**src/rtl/letc_core_pkg.sv**
```systemverilog
// Shared types for the core trace checker: expected-trace entry layout and checker FSM states.
package letc_core_pkg;

  typedef struct packed {
    logic [31:0] pc;
    logic [31:0] rd_val;
    logic [4:0]  rd_idx;
    logic        rd_we;
  } trace_entry_t;

  typedef enum logic [1:0] {ST_IDLE, ST_CHECK, ST_DONE} chk_state_e;

endpackage

```
**src/rtl/letc_core_trace_cmp.sv**
```systemverilog
// Combinational compare of one retired instruction against one expected-trace entry.
module letc_core_trace_cmp
  import letc_core_pkg::*;
(
  input  trace_entry_t entry,
  input  logic [31:0]  pc,
  input  logic         rd_we,
  input  logic [4:0]   rd_idx,
  input  logic [31:0]  rd_val,
  output logic         match
);
  logic exp_we, act_we;

  always_comb begin
    // Writes to x0 are architecturally invisible, so both sides drop them.
    exp_we = entry.rd_we && (entry.rd_idx != 5'd0);
    act_we = rd_we && (rd_idx != 5'd0);
    match  = (entry.pc == pc) && (exp_we == act_we) &&
             (!exp_we || ((entry.rd_idx == rd_idx) && (entry.rd_val == rd_val)));
  end

endmodule

```
**config.mk**
```make
export PLATFORM = sky130hd
export DESIGN_NAME = letc_core_trace_cmp
export DESIGN_NICKNAME = d
export VERILOG_FILES = /design/src/rtl/letc_core_pkg.sv /design/src/rtl/letc_core_trace_cmp.sv
export SDC_FILE = /design/constraint.sdc
export NUM_CORES = 1
export LEC_CHECK = 0
export BUFFER_PORTS_ARGS = -buffer_cell sky130_fd_sc_hd__buf_2
export CAP_MARGIN = 30
export CORE_MARGIN = 1.5
export CORE_UTILIZATION = 28
export DETAILED_ROUTE_END_ITERATION = 12
export GPL_TIMING_DRIVEN = 0
export PLACE_DENSITY = 0.84
export SYNTH_ARGS = -nofsm -noshare
export SYNTH_HDL_FRONTEND = slang
export SYNTH_SLANG_ARGS = --single-unit
```
**constraint.sdc**
```tcl
create_clock -name vclk -period 1.99
set_clock_uncertainty 0.05 [all_clocks]
set_input_delay 0.398 -clock vclk [all_inputs]
set_output_delay 0.398 -clock vclk [all_outputs]
set_load 0.01 [all_outputs]
```
# After elaboration in Yosys (flattened, before gate mapping)

Index checks and enable logic that the tools add are counted.

Register bits after elaboration: 0
Latch bits: 0
Bits in writable memories: 0
ROM bits: 0
Input bits: 140
Output and inout port bits: 1
Word-level logic and storage cells: 13
Memories kept: 0

$add $sub $neg: 0
Multipliers: 0
Div/mod/pow operators: 0
$lt $le $gt $ge: 0
Eq/ne operators: 4
Shift operators: 0
Multiplexer cells: 0
Bitwise logic cells: 0
Reductions and logical operators: 9

Operators with widths:

| kind               | number |
|---|---|
| == test 32 bit     | 2 |
| nonzero test 5 bit | 2 |
| == test 5 bit      | 1 |
| logical AND 1 bit  | 5 |
| == test 1 bit      | 1 |
| zero test 1 bit    | 1 |
| logical OR 1 bit   | 1 |

# Depth between registers and ports, before layout

Depth after elaboration: 5
Gate-level depth with buffers: 5
Depth with buffers taken out: 5

# Least setup slack after synthesis

No wires, ideal clock.

Kind: input port to output port
Start: input entry[2] (netlist name)
End: output match
Data arrival time: 1,381 ps
Data required time: 1,542 ps
Path slack: 161 ps
Stages on the path: 4
Buffers on the path: 0
Path through: or4_1 o21ai_1 nand2_1 a211oi_2

Longest elaborated chain between the ends: 5
Elaborated cells on any way between the ends: 9
Those cells by class: eq/ne: 2; reduce/logical: 7

RTL lines:

| item                                                  | RTL line                                             | RTL |
|---|---|---|
| start: declaration                                    | letc_core_trace_cmp.sv:5                             | `input trace_entry_t entry,` |
| nonzero test 5 bit                                    | letc_core_trace_cmp.sv:16                            | `exp_we = entry.rd_we && (entry.rd_idx != 5'd0);` |
| logical AND 1 bit                                     | letc_core_trace_cmp.sv:16                            |  |
| == test 1 bit or zero test 1 bit (tied branches)      | letc_core_trace_cmp.sv:18, letc_core_trace_cmp.sv:19 |  |
| logical AND 1 bit or logical OR 1 bit (tied branches) | letc_core_trace_cmp.sv:18, letc_core_trace_cmp.sv:19 |  |
| logical AND 1 bit *                                   | letc_core_trace_cmp.sv:18                            | `match = (entry.pc == pc) && (exp_we == act_we) &&` |
| end: declaration                                      | letc_core_trace_cmp.sv:10                            | `output logic match` |

Mark *: on every way between the ends. The rest lies on a longest branch, timed or not.

# Worst setup path in the final report

Start: input rd_idx[4]
End: output match

Longest elaborated chain between the ends: 5
Elaborated cells on any way between the ends: 8
Those cells by class: eq/ne: 2; reduce/logical: 6

RTL lines:

| item                | RTL line                  | RTL |
|---|---|---|
| start: declaration  | letc_core_trace_cmp.sv:8  | `input logic [4:0] rd_idx,` |
| nonzero test 5 bit  | letc_core_trace_cmp.sv:17 | `act_we = rd_we && (rd_idx != 5'd0);` |
| logical AND 1 bit   | letc_core_trace_cmp.sv:17 |  |
| == test 1 bit       | letc_core_trace_cmp.sv:18 |  |
| logical AND 1 bit   | letc_core_trace_cmp.sv:18 |  |
| logical AND 1 bit * | letc_core_trace_cmp.sv:18 |  |

Marked as above.

==> run metrics <==
CP required 1540 ps; Post-synth top cells xnor2_1 (37), xor2_1 (32), nand4_1 (10), nor4_1 (10); DR top layer met3; drt total wl 2850 um; Chip Width 56.4 um; cts hold-fix bufs 0; final worst slack -106 ps; Worst path slowest cell or4_4; Placer Congestion 0.694; vias in the first global route 1,189; CP Capture Type output port; Layout Nets 382; DR DRC count 0; die area roughly 0.0032 mm2; drt wl/cell 10.5 um; pwr dens 193 mW/mm2; area grow syn2layout 112%; Mapped Cells roughly 100; drt via density roughly 4.6; min Tclk post-route approximately 2100 ps; mapped cell area 797 um2; 1st-iter DRT viols 12; pre-CTS WS -168 ps; worst-path cell chain buf_6 -> or4_4 -> o21ai_4 -> nand2_2 -> a211oi_2 -> buf_2; gr usage total 0.156; critical path startpoint category input pin; Critical Path AT between 1500 and 2000 ps; CP max FO 2; crit-path max cell delay 540 ps; Worst slew margin 0.783; status finished, violations left; hold_sp entry[0]; initial antenna violation count 0; DIE HEIGHT 56.4 um; fmax 477 MHz; n_diodes 0; Setup Viol. Count Final 1; share of cells above drive strength 1 0.658; Leakage around 0.86 nW; # IOs 141; Reg area 0 um2; worst-margin pin slew 323 ps; Initial Utilization 0.292; pin count of the biggest net entering global routing 3; failing checks setup timing; CORE AREA 0.00273 mm2; hold path cells 5; cell taking the most area after synthesis xnor2_1; crit path kind in -> out; final sequential cell count 0; worst hold slack ~1200 ps; sequential share of the synthesized area 0; Yosys top cell area share 0.407; synth unique cells 12; post-CTS setup buffers 0; via count ~1,200; Peak VDD IR 137 uV; top cells by area, synth xnor2_1 (41%), xor2_1 (35%), nand4_1 (7.8%); Final period util 1.05; TritonRoute pass-1 iters 4; CLK BUF 0; max-cap violation count 0; post-synthesis net count 239; FP Rows 19; Final Hold Vio Count 0; GRT overflow 0; hpwl dp 2600 um; worst hold endpoint match; Met1 Wirelength 949 um; Met3 Wirelength 260 um; Max Slew Vio Count 0; first-pass GRT wire length ~4200 um; Ys Warns 0; WL met2 roughly 1600 um; Avg Cell Area, Syn 8.05 um2; hold crit path type in -> out; port bufs 141; RSZ-0062 raised after global routing yes; cell with the most instances after synthesis xnor2_1; Detail Route Antenna Nets 0
how the worst max path moves through the flow:
stage	from	endpoint	slack [ps]	depth (start not counted)
detailed placement	entry[2]	match	-170	7
global route	rd_val[26]	match	-210	7
finish	rd_idx[4]	match	-110	6
floorplan	entry[2]	match	160	4
CTS	entry[2]	match	-110	7
global placement	rd_val[12]	match	-150	7
placed cells by master, fill, tap and decap left out:
cell type | synthesis | final
nand4_1 | 10 | 10
nand2_2 | 0 | 1
nand2_1 | 2 | 1
nand4b_1 | 1 | 1
nand3_1 | 1 | 1
buf_6 | 0 | 6
xnor2_1 | 37 | 28
xnor2_2 | 0 | 9
xor2_1 | 32 | 32
nor3_1 | 1 | 1
nor4_2 | 0 | 2
buf_2 | 0 | 135
nor4_1 | 10 | 8
or4_4 | 0 | 2
o21ai_4 | 0 | 2
a211oi_2 | 1 | 1
per-stage QoR:
stage / std cells / util / total power, mW / cell area (um2) / TNS [ps]
6_report: 271 / 0.617 / 0.326 / 1690 / -106
5_1_grt: 271 / 0.617 / 0.357 / 1690 / -208
4_1_cts: 271 / 0.570 / 0.298 / 1560 / -113
3_5_place_dp: 271 / 0.564 / 0.294 / 1540 / -168
3_3_place_gp: 271 / 0.564 / 0.287 / 1540 / -146
2_1_floorplan: 99 / - / 0.121 / 797 / 0
where the power goes:
part	switching, mW	leakage (nW)	internal, mW	total, mW
logic	0.123	0.860	0.202	0.326
registers	0	0	0	0
clock network	0	0	0	0
total	0.123	0.860	0.202	0.326
worst max-delay path, delay by kind of cell:
family	cells	cell delay, ps
AO/OA/AOI/OAI	2	380
AND/OR/NAND/NOR	2	610
buffers and inverters	2	250
cell type report:
cell class | instances | area [um2]
Fill cell | 256 | 1050
Multi-Input combinational cell | 99 | 906
Timing Repair Buffer | 141 | 743
Tap cell | 31 | 38.8
timing repair:
item                       CTS  global route
resized for setup            3            22
setup endpoints to repair    1             1
cloned                       0             0
pin swaps                    1            16
cell families after synthesis:
family	after synthesis	share of synthesized area
AOI/OAI and AO/OA	3	0.0330
and+or+nand+nor	27	0.209
xor gates and xnor gates	69	0.758
layer usage:
layer / global-route usage / vias to the layer above
li1: - / 631
met1: 0.141 / 543
met2: 0.368 / 74
met3: 0.0138 / 0
met4: 0 / 0
met5: 0 / -
No activity file was read; power rests on OpenSTA's default activity.
